$ cat src/rtl/mem_ctrl_icache.sv
// Byte-serial memory controller with a direct-mapped, one-word-per-line
// instruction cache. Fetches and data reads/writes share one byte port.
module mem_ctrl_icache #(
    parameter int ADDR_WIDTH = 17,
    parameter int LEN        = 32,
    parameter int BYTE_SIZE  = 8,
    parameter int IDX_BITS   = 4,
    parameter int DATA_FIRST = 1
) (
    input  logic                  clk,
    input  logic                  rst_n,
    input  logic                  inst_fetch_signal,
    input  logic [ADDR_WIDTH-1:0] mem_inst_addr,
    output logic [LEN-1:0]        instruction,
    output logic                  inst_ready,
    input  logic [1:0]            data_req,
    input  logic [1:0]            data_size,
    input  logic [ADDR_WIDTH-1:0] mem_data_addr,
    input  logic [LEN-1:0]        mem_write_data,
    output logic [LEN-1:0]        mem_read_data,
    output logic                  data_ready,
    input  logic                  icache_flush,
    input  logic [BYTE_SIZE-1:0]  mem_data,
    output logic [BYTE_SIZE-1:0]  writen_data,
    output logic [ADDR_WIDTH-1:0] mem_vis_addr,
    output logic                  mem_wr,
    output logic                  busy
);
    localparam int LINES = 1 << IDX_BITS;
    localparam int TAG_W = ADDR_WIDTH - 2 - IDX_BITS;

    typedef enum logic [2:0] {IDLE, IHIT, IFILL, DREAD, DWRITE} state_t;
    state_t state, state_nxt;

    logic [ADDR_WIDTH-1:0]          base;
    logic [2:0]                     cnt, nbytes, req_n;
    logic [3:0][BYTE_SIZE-1:0]      asm_q, wdata_q;
    logic                           inst_done, data_done;
    logic [LINES-1:0]               valid;
    logic [TAG_W-1:0]               tags  [LINES];
    logic [LEN-1:0]                 lines [LINES];

    logic [IDX_BITS-1:0]   f_idx, w0_idx, w1_idx, b_idx;
    logic [TAG_W-1:0]      f_tag, w0_tag, w1_tag, b_tag;
    logic [ADDR_WIDTH-1:0] w_end;
    logic f_hit, data_act, take_data, take_inst, rd_last, wr_last, fill_done;
    logic unused_bits;

    assign unused_bits = ^mem_inst_addr[1:0];

    assign f_idx  = mem_inst_addr[2+IDX_BITS-1:2];
    assign f_tag  = mem_inst_addr[ADDR_WIDTH-1:2+IDX_BITS];
    assign f_hit  = valid[f_idx] && (tags[f_idx] == f_tag);
    assign req_n  = (data_size == 2'b00) ? 3'd1 : (data_size == 2'b01) ? 3'd2 : 3'd4;
    assign w_end  = mem_data_addr + ADDR_WIDTH'(req_n) - ADDR_WIDTH'(1);
    assign w0_idx = mem_data_addr[2+IDX_BITS-1:2];
    assign w0_tag = mem_data_addr[ADDR_WIDTH-1:2+IDX_BITS];
    assign w1_idx = w_end[2+IDX_BITS-1:2];
    assign w1_tag = w_end[ADDR_WIDTH-1:2+IDX_BITS];
    assign b_idx  = base[2+IDX_BITS-1:2];
    assign b_tag  = base[ADDR_WIDTH-1:2+IDX_BITS];

    assign data_act  = (data_req == 2'b01) || (data_req == 2'b10);
    assign take_data = (state == IDLE) && data_act && ((DATA_FIRST != 0) || !inst_fetch_signal);
    assign take_inst = (state == IDLE) && inst_fetch_signal && !take_data;
    // Reads run one extra cycle past the last beat to capture the final byte.
    assign rd_last   = (cnt == nbytes);
    assign wr_last   = (cnt == nbytes - 3'd1);
    assign fill_done = (state == IFILL) && rd_last;

    always_ff @(posedge clk or negedge rst_n) begin
        if (!rst_n) state <= IDLE;
        else        state <= state_nxt;
    end

    always_comb begin
        state_nxt = state;
        case (state)
            IDLE: begin
                if (take_data)      state_nxt = (data_req == 2'b01) ? DREAD : DWRITE;
                else if (take_inst) state_nxt = f_hit ? IHIT : IFILL;
            end
            IHIT:         state_nxt = IDLE;
            IFILL, DREAD: if (rd_last) state_nxt = IDLE;
            DWRITE:       if (wr_last) state_nxt = IDLE;
            default:      state_nxt = IDLE;
        endcase
    end

    always_comb begin
        mem_vis_addr  = '0;
        mem_wr        = 1'b0;
        writen_data   = '0;
        busy          = (state != IDLE);
        inst_ready    = (state == IHIT) || inst_done;
        data_ready    = data_done;
        instruction   = inst_ready ? asm_q : '0;
        mem_read_data = data_done ? asm_q : '0;
        if (((state == IFILL) || (state == DREAD)) && !rd_last)
            mem_vis_addr = base + ADDR_WIDTH'(cnt);
        if (state == DWRITE) begin
            mem_vis_addr = base + ADDR_WIDTH'(cnt);
            mem_wr       = 1'b1;
            writen_data  = wdata_q[cnt[1:0]];
        end
    end

    always_ff @(posedge clk or negedge rst_n) begin
        if (!rst_n) begin
            base      <= '0;
            cnt       <= '0;
            nbytes    <= '0;
            asm_q     <= '0;
            wdata_q   <= '0;
            inst_done <= 1'b0;
            data_done <= 1'b0;
        end else begin
            inst_done <= fill_done;
            data_done <= ((state == DREAD) && rd_last) || ((state == DWRITE) && wr_last);
            if (take_data) begin
                base    <= mem_data_addr;
                nbytes  <= req_n;
                wdata_q <= mem_write_data;
                cnt     <= '0;
                asm_q   <= '0;
            end else if (take_inst) begin
                base   <= {mem_inst_addr[ADDR_WIDTH-1:2], 2'b00};
                nbytes <= 3'd4;
                cnt    <= '0;
                asm_q  <= f_hit ? lines[f_idx] : '0;
            end else if ((state == IFILL) || (state == DREAD) || (state == DWRITE)) begin
                cnt <= cnt + 3'd1;
                // Byte for beat i arrives one cycle late, so it lands at index cnt-1.
                if ((state != DWRITE) && (cnt != 3'd0))
                    asm_q[cnt[1:0] - 2'd1] <= mem_data;
            end
        end
    end

    always_ff @(posedge clk or negedge rst_n) begin
        if (!rst_n) begin
            valid <= '0;
        end else begin
            if (fill_done) valid[b_idx] <= 1'b1;
            if (take_data && (data_req == 2'b10)) begin
                if (tags[w0_idx] == w0_tag) valid[w0_idx] <= 1'b0;
                if (tags[w1_idx] == w1_tag) valid[w1_idx] <= 1'b0;
            end
            if (icache_flush) valid <= '0;
        end
    end

    always_ff @(posedge clk) begin
        if (fill_done) begin
            lines[b_idx] <= {mem_data, asm_q[2], asm_q[1], asm_q[0]};
            tags[b_idx]  <= b_tag;
        end
    end
endmodule

$ cat config.mk
export PLATFORM = sky130hd
export DESIGN_NAME = mem_ctrl_icache
export DESIGN_NICKNAME = d
export VERILOG_FILES = /design/src/rtl/mem_ctrl_icache.sv
export SDC_FILE = /design/constraint.sdc
export NUM_CORES = 1
export LEC_CHECK = 0
export CAP_MARGIN = 20
export CELL_PAD_IN_SITES_DETAIL_PLACEMENT = 1
export CELL_PAD_IN_SITES_GLOBAL_PLACEMENT = 2
export CORE_MARGIN = 3
export CORE_UTILIZATION = 49
export CTS_CLUSTER_SIZE = 24
export DETAILED_ROUTE_END_ITERATION = 8
export PLACE_DENSITY = 0.88
export SYNTH_ARGS = -nofsm -noshare
export SYNTH_HDL_FRONTEND = slang
export SYNTH_SLANG_ARGS = --single-unit
export TNS_END_PERCENT = 5
$ cat constraint.sdc
create_clock -name clk -period 18.3 [get_ports clk]
set_input_delay 3.66 -clock clk [delete_from_list [all_inputs] [get_ports clk]]
set_output_delay 3.66 -clock clk [all_outputs]
set_load 0.01 [all_outputs]
==> summary.txt, run 1 <==
Timing
  – Setup_tns: 0 ns
  – Hold slack: around 0.47 ns
  – Tightest Pin Transition: 1.128 ns
  – Final min period: roughly 9.0 ns
  – Tcrit/Tclk final: roughly 49%
  – Slew Viols, Final: 0
  – Worst Skew: 0.05369 ns
  – Hold Vio Cnt, Final: 0
  – Fmax: approximately 110 MHz
  – Normalized max-slew margin: 24.83%
  – Final setup viols: 0
  – RSZ-0062 raised after global routing: no

Global routing
  – Vias in the first global route: between 20,000 and 25,000
  – Largest net degree at the start of global routing: 81
  – First-pass GRT wire length: roughly 160,000 um
  – Initial antenna violation count: 2
  – Grt ovf: 0
  – All-Layer GR Usage: about 29%

Power
  – Combinational Power Share: slightly below 20%
  – Int Pwr: roughly 3700 uW
  – PwrDens: between 100 and 150 mW/mm2
  – Switching power: 1658 uW
  – Leakage: 0.01407 uW
  – Switching share of power: between 30% and 40%
  – Clock Power Share: between 30% and 40%
  – Maximum VDD drop: roughly 0.076 mV
  – Final Power: between 5000 and 6000 uW
  – Flop pwr share: 48.3%

Clocking
  – TritonCTS clock tree: built
  – # hold bufs at CTS: 0
  – CTS Buffer Depth: 3
  – Worst skew pair latency: ~0.65 ns
  – H-Tree Depth: 3
  – Cts bufs inserted: slightly above 80
  – CTS sink count: a little under 800
  – CTS clk-pin slew, worst paths: 0.06 ns
  – Number of setup buffers added after CTS: 0
  – Root Driver: clkbuf_16
  – Cts repair resizes: 0

Place
  – RePlAce Congestion: 0.9221
  – Port bufs: roughly 170
  – Post-placement cell count: approximately 3,200
  – Detailed placement HPWL: 62,680 um

Setup path
  – Crit Path Max Fanout: 46
  – Crit end category: flop
  – Reg2Reg Depth: 7
  – Worst Path Arrival: approximately 9.5 ns
  – Crit path buf inv count: 3
  – Worst path cell trace: clkdlybuf4s50_1 -> inv_1 -> nand2_1 -> ha_1 -> or2_2 -> fa_2 -> xnor2_4 -> buf_4 -> mux4_2 -> mux2i_1 -> nor2_1 -> or3_1 -> a2111oi_4 -> a21oi_1
  – Slowest stage delay, CP: roughly 1.0 ns
  – RR Endpoint: tags[13][6]$_DFFE_PP_
  – WP data required: 18.76 ns
  – CP Class: primary input to flop
  – R2r startpoint: cnt[0]$_DFFE_PN0N_
  – Worst Setup Start Kind: primary input
  – CP max stage cell: a2111oi_4
  – Family with the most delay on the worst path: buffers and inverters
  – Reg2Reg Setup Slack: approximately 14 ns

Route
  – Final ANT Viol Nets: 0
  – DRT iter0 DRCs: approximately 2,800
  – TritonRoute pass-1 iters: 8
  – Drt drc: 0
  – Routed len/inst: roughly 33 um
  – Vias/cell: 6.605
  – Routed via count: 21,990
  – Final WL: 110,300 um

Yosys
  – Synth cell types: 65
  – Synthesized cell area: about 0.036 mm2
  – Top_reg_cell synth: edfxtp_1
  – Register area share after synthesis: 64.40%
  – Mapped Cells: approximately 2,100
  – Async S/R FF share, synth: 13.57%
  – Flops & latches, synth: 796
  – Mean Syn Cell Area: 17.11 um2
  – Number of flops mapped to enable cells by yosys: just under 700
  – Syn. warnings: 0
  – Syn_nets: 2,234

Layout
  – Ratio of cells with drive above 1 in the final layout: about 22%
  – P&R area growth vs syn: 15.45%
  – Most common cell after layout, fill and taps aside: edfxtp_1
  – Sequential Area: ~0.023 mm2
  – Util after Layout: between 50% and 60%
  – Commonest non-fill, non-tap cells in the layout: edfxtp_1 (688), mux4_2 (312), nand2_1 (205)
  – Post-route insts no fill: 3,329
  – Area of the multi-input gates: 0.01233 mm2
  – Nets: between 2,000 and 2,500
  – Filler instances: 6,543

Min path
  – Hold wc startpoint: wdata_q[20]$_DFFE_PN0P_
  – Min-Delay Endpoint: wdata_q[20]$_DFFE_PN0P_
  – Hold Crit Depth: 2
  – HP Class: flop to flop

Floorplanning
  – Site row count: 99
  – Chip Height: approximately 280 um
  – Die W: between 200 and 300 um
  – Area of the die: between 0.07 and 0.08 mm2
  – Core Region: 0.07321 mm2
  – Io pins: between 150 and 200
  – Starting Density: around 50%

Job
  – Max-cap viol count: 0

Status
  – Status: completed
-- routing by layer --
layer  GRT usage, %  routed length (um)  up-vias
met1          38.49               41810    11660
met3          5.134                9963      231
met2          48.50               55050     1274
li1               -                   -     8823
met5              0                  13        -
met4          9.192                3496        2
-- power by group through the flow --
| stage | clock (uW) | combinational, uW | sequential, uW |
|---|---|---|---|
| 6_report | 1720 | 1060 | 2590 |
| 5_1_grt | 1810 | 1130 | 2630 |
| 4_1_cts | 1730 | 1050 | 2600 |
| 3_5_place_dp | 0 | 1030 | 2630 |
| 3_3_place_gp | 0 | 1000 | 2590 |
| 2_1_floorplan | 0 | 664 | 2470 |
-- state kept, by name (all words and copies together), names as in the netlist --
register,flops
lines,512
cnt,3
tags,176
valid,16
data_ready,1
base,17
nbytes,3
wdata_q,32
state,3
asm_q,32
inst_done,1
-- area by class of cell --
type,count,share of cell area (%)
sequential,796,55.78
multi-input combinational,1164,29.44
clock buffer,112,5.390
timing repair buffer,220,5.064
tap,959,2.865
clock inverter,39,1.108
inverter,38,0.3406
antenna,1,0.005975
-- how the worst max path moves through the flow --
stage	cells past startpoint	from	slack (ns)	endpoint
after floorplan	17	mem_data_addr[2]	10.90	valid[10]$_DFF_PN0_
after global placement	15	data_size[1]	8.69	valid[2]$_DFF_PN0_
after detailed placement	15	data_size[1]	8.67	valid[13]$_DFF_PN0_
after CTS	14	data_size[1]	9.32	valid[15]$_DFF_PN0_
after global routing	14	data_size[1]	8.95	valid[15]$_DFF_PN0_
final	14	data_size[1]	9.25	valid[15]$_DFF_PN0_
-- synth_stat cells, types with 13 or more instances --
| cell | count | area share [%] |
|---|---|---|
| buf_2 | 33 | 0.46 |
| edfxtp_1 | 688 | 57 |
| clkbuf_1 | 61 | 0.63 |
| mux4_2 | 312 | 19 |
| nand4_1 | 27 | 0.47 |
| a31oi_1 | 22 | 0.38 |
| nand2_1 | 205 | 2.1 |
| mux2i_1 | 52 | 1.4 |
| and2_1 | 39 | 0.67 |
| o21ai_0 | 47 | 0.65 |
| nand3_1 | 21 | 0.29 |
| inv_1 | 38 | 0.39 |
| nor2b_1 | 43 | 0.74 |
| and3_1 | 13 | 0.22 |
| ha_1 | 30 | 1.0 |
| a21oi_1 | 60 | 0.83 |
| nor2_1 | 110 | 1.1 |
| dfrtp_1 | 108 | 7.5 |
| nor3_1 | 25 | 0.34 |
| a32oi_1 | 16 | 0.39 |
| xnor2_1 | 41 | 0.99 |
| xor2_1 | 16 | 0.39 |
-- worst reg2reg max path, stage by stage, from the launching register on --
cell and delay [ns]:
dfrtp_1 0.88, xor2_1 0.23, nor4_1 0.47, nand2b_1 0.33, inv_1 0.21, nand3_1 0.33
nor2_4 0.92, buf_4 0.72
-- metrics by stage --
stage / worst slack [ns] / cell area, um2
after floorplan: 10.90 / 36270
after global routing: 8.950 / 41880
after detailed placement: 8.674 / 39080
after CTS: 9.316 / 41800
after global placement: 8.686 / 39080
final: 9.251 / 41880
-- cells by family (layout without fill, tap and decap cells) --
kind of cell             count (synthesis)  count (layout)  share of synthesized area (%)
flip-flops                             796             796                          64.40
AND/OR/NAND/NOR                        522             522                          6.781
multiplexers                           364             364                          20.81
AO/OA/AOI/OAI                          184             184                          3.208
buffers and inverters                  160             409                          2.039
XOR/XNOR                                62              62                          1.618
adder cells (fa/ha/maj)                 32              32                          1.145
other                                    0               1                              0
Note: power is estimated with default switching activity, not from simulation.
==> run 2, diff against run 1 <==
--- a/config.mk
+++ b/config.mk
@@ -9,10 +9,10 @@
 export CELL_PAD_IN_SITES_DETAIL_PLACEMENT = 1
 export CELL_PAD_IN_SITES_GLOBAL_PLACEMENT = 2
 export CORE_MARGIN = 3
-export CORE_UTILIZATION = 49
+export CORE_UTILIZATION = 46
 export CTS_CLUSTER_SIZE = 24
 export DETAILED_ROUTE_END_ITERATION = 8
-export PLACE_DENSITY = 0.88
+export PLACE_DENSITY = 0.83
 export SYNTH_ARGS = -nofsm -noshare
 export SYNTH_HDL_FRONTEND = slang
 export SYNTH_SLANG_ARGS = --single-unit
==> constraint.sdc (replaced) <==
create_clock -name clk -period 9.4 [get_ports clk]
set_input_delay 1.88 -clock clk [delete_from_list [all_inputs] [get_ports clk]]
set_output_delay 1.88 -clock clk [all_outputs]
set_load 0.01 [all_outputs]
==> run 2 against run 1 <==
Net effect:
- worst setup slack got worse by 6.8 ns
- via count decreased by 1.7%
- hold slack got worse by 0.00078 ns
- power increased by 99%
- global-route usage decreased by 2.6 points
- wire length decreased by 3.6%
- clock power increased by 110%
- critical path depth unchanged
- first-iteration DRC count decreased by 20%
- register-to-register slack got worse by 8.7 ns
- cell area increased by 1.1%
- combinational power increased by 92%
==> summary.txt, run 2 (same netlist as run 1, synthesis figures left out) <==
Route
  – TritonRoute pass-1 iters: 5
  – DRT iter0 DRCs: 2,269
  – Vias/cell: between 6 and 7
  – Final WL: around 110,000 um
  – Final ANT Viol Nets: 0
  – Routed via count: roughly 22,000
  – Drt drc: 0
  – Routed len/inst: between 30 and 40 um

Clocking
  – CTS clk-pin slew, worst paths: about 0.060 ns
  – CTS sink count: between 700 and 800
  – TritonCTS clock tree: built
  – Number of setup buffers added after CTS: 0
  – # hold bufs at CTS: 0
  – H-Tree Depth: 3
  – Worst skew pair latency: 0.67 ns
  – Cts bufs inserted: 84
  – Cts repair resizes: 0
  – CTS Buffer Depth: 3
  – Root Driver: clkbuf_16

Layout
  – P&R area growth vs syn: 16.71%
  – Commonest non-fill, non-tap cells in the layout: edfxtp_1 (688), mux4_2 (312), nand2_1 (205)
  – Ratio of cells with drive above 1 in the final layout: a little under a quarter
  – Nets: between 2,000 and 2,500
  – Max FFs per register: ~510
  – Register name with the most flops: lines
  – Diodes inserted: 0
  – Regs by FF count: lines: 512 flops, tags: 176 flops
  – Most common cell after layout, fill and taps aside: edfxtp_1

Floorplanning
  – Area of the die: around 0.082 mm2
  – Die W: between 200 and 300 um
  – Starting Density: 46.67%
  – Core Region: slightly below 0.08 mm2
  – Chip Height: ~290 um
  – Site row count: 102
  – Io pins: roughly 180

Timing
  – Hold slack: approximately 0.47 ns
  – Worst Skew: between 0.04 and 0.05 ns
  – Setup_tns: 0 ns
  – Tightest Pin Transition: around 1.1 ns
  – Slew Viols, Final: 0
  – Hold Vio Cnt, Final: 0
  – Fmax: roughly 140 MHz
  – Final setup viols: 0
  – Normalized max-slew margin: a little over a quarter
  – Tcrit/Tclk final: approximately three quarters
  – Final min period: 6.924 ns
  – RSZ-0062 raised after global routing: no
  – Setup WS post-layout: about 2.5 ns

Place
  – RePlAce Congestion: 0.8951
  – Detailed placement HPWL: 62,370 um
  – Port bufs: roughly 170
  – Setup WS pre-CTS: between 1.5 and 2 ns

Global routing
  – Grt ovf: 0
  – Initial antenna violation count: 1
  – Vias in the first global route: between 20,000 and 25,000
  – Largest net degree at the start of global routing: 100
  – All-Layer GR Usage: around a quarter
  – First-pass GRT wire length: ~160,000 um

Setup path
  – Worst Path Arrival: between 7 and 8 ns
  – Reg2Reg Setup Slack: between 5 and 6 ns
  – Crit Path Max Fanout: 16
  – Worst Setup Start Kind: primary input
  – RR Endpoint: valid[13]$_DFF_PN0_
  – Critical Path Sink: valid[14]$_DFF_PN0_
  – Crit end category: flop
  – Reg2Reg Depth: 11
  – CP Launch Point: mem_data_addr[4]
  – CP Class: primary input to flop
  – R2r startpoint: cnt[0]$_DFFE_PN0N_
  – WP data required: roughly 10 ns

Power
  – PwrDens: approximately 250 mW/mm2
  – Maximum VDD drop: 0.1341 mV
  – Leakage: between 0.01 and 0.015 uW
  – Final Power: about 11,000 uW

Min path
  – HP Class: flop to flop

Job
  – Max-cap viol count: 0

Status
  – Status: completed
-- run 2: changes by cell type in the layout (fill, tap and decap cells not counted), moves of 2 or more --
cell and delta:
clkbuf_1 -9, clkinv_16 +5, buf_4 +6, clkbuf_8 +2, bufinv_16 +7
-- run 2: per-layer routing --
metal	share of wire [%]	track usage [%]	vias up
li1	-	-	8832
met4	2.7	8.108	0
met5	0	0	-
met2	50	43.54	1099
met3	8.3	4.108	167
met1	39	35.88	11520
-- run 2: report_power, final --
group          leakage, uW  total [uW]  internal [uW]  switching (uW)
clock network      0.00147        3600           2140            1460
registers          0.00753        5050           4460             588
logic              0.00524        2040            850            1190
total               0.0142       10700           7450            3230
-- run 2: how the worst min path moves through the flow --
stage / cells after the start / endpoint / slack [ns] / from
2_1_floorplan: 2 / wdata_q[16]$_DFFE_PN0P_ / 0.44 / wdata_q[16]$_DFFE_PN0P_
3_3_place_gp: 2 / wdata_q[17]$_DFFE_PN0P_ / 0.45 / wdata_q[17]$_DFFE_PN0P_
3_5_place_dp: 2 / wdata_q[24]$_DFFE_PN0P_ / 0.46 / wdata_q[24]$_DFFE_PN0P_
4_1_cts: 2 / wdata_q[24]$_DFFE_PN0P_ / 0.48 / wdata_q[24]$_DFFE_PN0P_
5_1_grt: 2 / wdata_q[27]$_DFFE_PN0P_ / 0.49 / wdata_q[27]$_DFFE_PN0P_
6_report: 2 / wdata_q[9]$_DFFE_PN0P_ / 0.47 / wdata_q[9]$_DFFE_PN0P_
-- run 2: final cells by class --
cell class | instances | area [um2]
Clock inverter | 50 | 790.8
Fill cell | 7050 | 35380
Inverter | 38 | 142.6
Tap cell | 1040 | 1301
Timing Repair Buffer | 226 | 2158
Multi-Input combinational cell | 1164 | 12330
Sequential cell | 796 | 23360
Clock buffer | 105 | 2251
-- run 2: worst max-delay path, stage by stage --
cell	delay (ns)
clkdlybuf4s50_1	0.88
inv_1	0.09
buf_4	0.27
ha_1	0.45
nor2_1	0.17
a21oi_2	0.08
xnor2_2	0.75
buf_4	0.44
mux4_2	0.36
mux2i_1	0.32
nor2_1	0.08
or3_1	0.39
a2111oi_4	1.01
a21oi_1	0.17
-- run 2: per-stage QoR --
| stage | cell area [um2] | std cells | util, % |
|---|---|---|---|
| 2_1_floorplan | 36270 | 2120 | - |
| 3_3_place_gp | 39250 | 3262 | 50.50 |
| 3_5_place_dp | 39250 | 3262 | 50.50 |
| 4_1_cts | 42290 | 3417 | 54.41 |
| 5_1_grt | 42340 | 3419 | 54.47 |
| 6_report | 42340 | 3419 | 54.47 |
==> RTL edit: new RTL, flow settings as in run 2 <==
Change the parameter `DATA_FIRST` from 1 to 0.
--- a/src/rtl/mem_ctrl_icache.sv
+++ b/src/rtl/mem_ctrl_icache.sv
@@ -5,7 +5,7 @@
     parameter int LEN        = 32,
     parameter int BYTE_SIZE  = 8,
     parameter int IDX_BITS   = 4,
-    parameter int DATA_FIRST = 1
+    parameter int DATA_FIRST = 0
 ) (
     input  logic                  clk,
     input  logic                  rst_n,
Check against the original RTL: not equivalent (a bounded check fails within 4 cycles, from zero or initial values and one cycle with rst_n low).
==> RTL edit against run 2 <==
  * Design area decreased by 0.45%
  * Area after synthesis is 0.17% lower
  * Setup slack gained 0.45 ns
  * Power fell by 4.1%
  * Routed wire length hardly changed
  * Sequential share of layout area grew 0.25 points
  * Sequential cell count is the same
  * Critical path depth unchanged
==> RTL edit: results (changes against run 2) <==
Status
  – Status: finished, final reports clean (unchanged)

Synth
  – Most frequent cells after synthesis: edfxtp_1, mux4_2, nand2_1, dfrtp_1, nor2_1 (was edfxtp_1, mux4_2, nand2_1, nor2_1, dfrtp_1)
  – Library cells used by synthesis: 64 (was 65)
  – Sequential fraction of the synthesis area: 64.51% (was 64.40%)
  – Syn Nets: 2,189 (was 2,234)
  – Multiplexer area fraction after synthesis: 21.78% (was 20.81%)
  – Area contributors post-synth: edfxtp_1, mux4_2, dfrtp_1 (unchanged)
  – Synth Area in XOR/XNOR: 1.710% (was 1.618%)
  – Synth Area in Compound Gates: 3.085% (was 3.208%)
  – Avg Cell Area, Syn: 17.45 sq um (was 17.11 sq um)
  – Area share of fa/ha/maj cells after synthesis: 1.147% (was 1.145%)

Placed design
  – Place WS: 2.292 ns (was 1.841 ns)
  – Hpwl dp: 59,190 um (was 62,370 um)
  – GPL Wtd Cong: 0.8710 (was 0.8951)
  – Post-Place Cells: 3,216 (was 3,262)

Timing
  – Fin crit share: 68.86% (was 73.66%)
  – Final Skew: 0.02848 ns (was 0.04471 ns)

Routing
  – WL/cell: 31.52 um (was 31.11 um)

Worst setup path
  – Arrival @ worst endpoint: 6.99 ns (was 7.40 ns)
  – CP max stage delay: 1.07 ns (was 1.01 ns)
  – CP Max Fanout: 38 (was 16)
  – R2R cell count: 7 (was 11)
  – Slowest CP cell: fa_2 (was a2111oi_4)

Global routing
  – Pin count of the biggest net entering global routing: 73 (was 100)
  – Vias in the first global route: 22,900 (was 23,200)
  – First-pass GRT wire length: 157,800 um (was 157,900 um)

Power
  – Max rail drop VDD: 0.0001246 V (was 0.0001341 V)

Cells and area
  – # fillers: 6,983 (was 7,050)
  – Ratio of cells with drive above 1 in the final layout: 23.66% (was 22.70%)
  – Net count, final: 2,378 (was 2,424)

Clock tree
  – Clock Latency Late Sink: 0.65 ns (was 0.67 ns)
  – Num CTS Buffers: 85 (was 84)
-- RTL edit: power by group --
part / switching (W) / leakage [nW] / internal [W]
sequential: 0.000477 / 7.69 / 0.00439
combinational: 0.00111 / 5.46 / 0.000839
clock: 0.00147 / 1.42 / 0.00196
total: 0.00306 / 14.6 / 0.00720
-- RTL edit: logic make-up (layout without fill, tap and decap cells) --
| logic type | count (synthesis) | in the layout |
|---|---|---|
| AO/OA/AOI/OAI | 167 | 167 |
| XOR/XNOR | 69 | 69 |
| adder cells (fa/ha/maj) | 32 | 32 |
| buffers and inverters | 186 | 448 |
| flip-flops | 796 | 796 |
| multiplexers | 389 | 389 |
| AND/OR/NAND/NOR | 436 | 436 |
-- RTL edit: path summary, 6_finish.rpt --
kind,from,end,slack (ns)
max reg2reg,cnt[0],lines[12][0],5.19
max in group asynchronous,rst_n,valid[0],6.93
max,mem_data_addr[2],valid[0],2.93
min,wdata_q[17],wdata_q[17],0.47
min reg2reg,wdata_q[17],wdata_q[17],0.47
min in group asynchronous,rst_n,wdata_q[5],1.29
-- RTL edit: worst max-delay path: cells and delay by family --
| family | cells | cell delay (ns) |
|---|---|---|
| buf+inv | 5 | 1.59 |
| fa+ha+maj | 2 | 1.41 |
| simple gates | 1 | 0.45 |
| mux | 3 | 0.96 |
| compound gates | 3 | 0.65 |
-- RTL edit: area by class of cell --
class / count / area share [%]
Clock buffer: 106 / 5.477
Clock inverter: 54 / 1.354
Inverter: 65 / 0.5789
Multi-Input combinational cell: 1093 / 29.07
Sequential cell: 796 / 55.43
Tap cell: 1040 / 3.087
Timing Repair Buffer: 223 / 5.008
-- RTL edit: through the flow --
stage                     utilization [%]  instance area (sq um)
final                               54.23                  42150
after global routing                54.23                  42150
after CTS                           54.19                  42120
after detailed placement            50.49                  39240
after global placement              50.48                  39230
after floorplan                         -                  36210
-- RTL edit: routing by layer --
metal / track usage [%] / part of all wire, % / routed length [um]
met5: 0 / 0.012 / 13
met4: 8.035 / 2.8 / 2981
met3: 3.773 / 7.0 / 7400
met2: 43.62 / 49 / 52650
met1: 36.34 / 41 / 43390
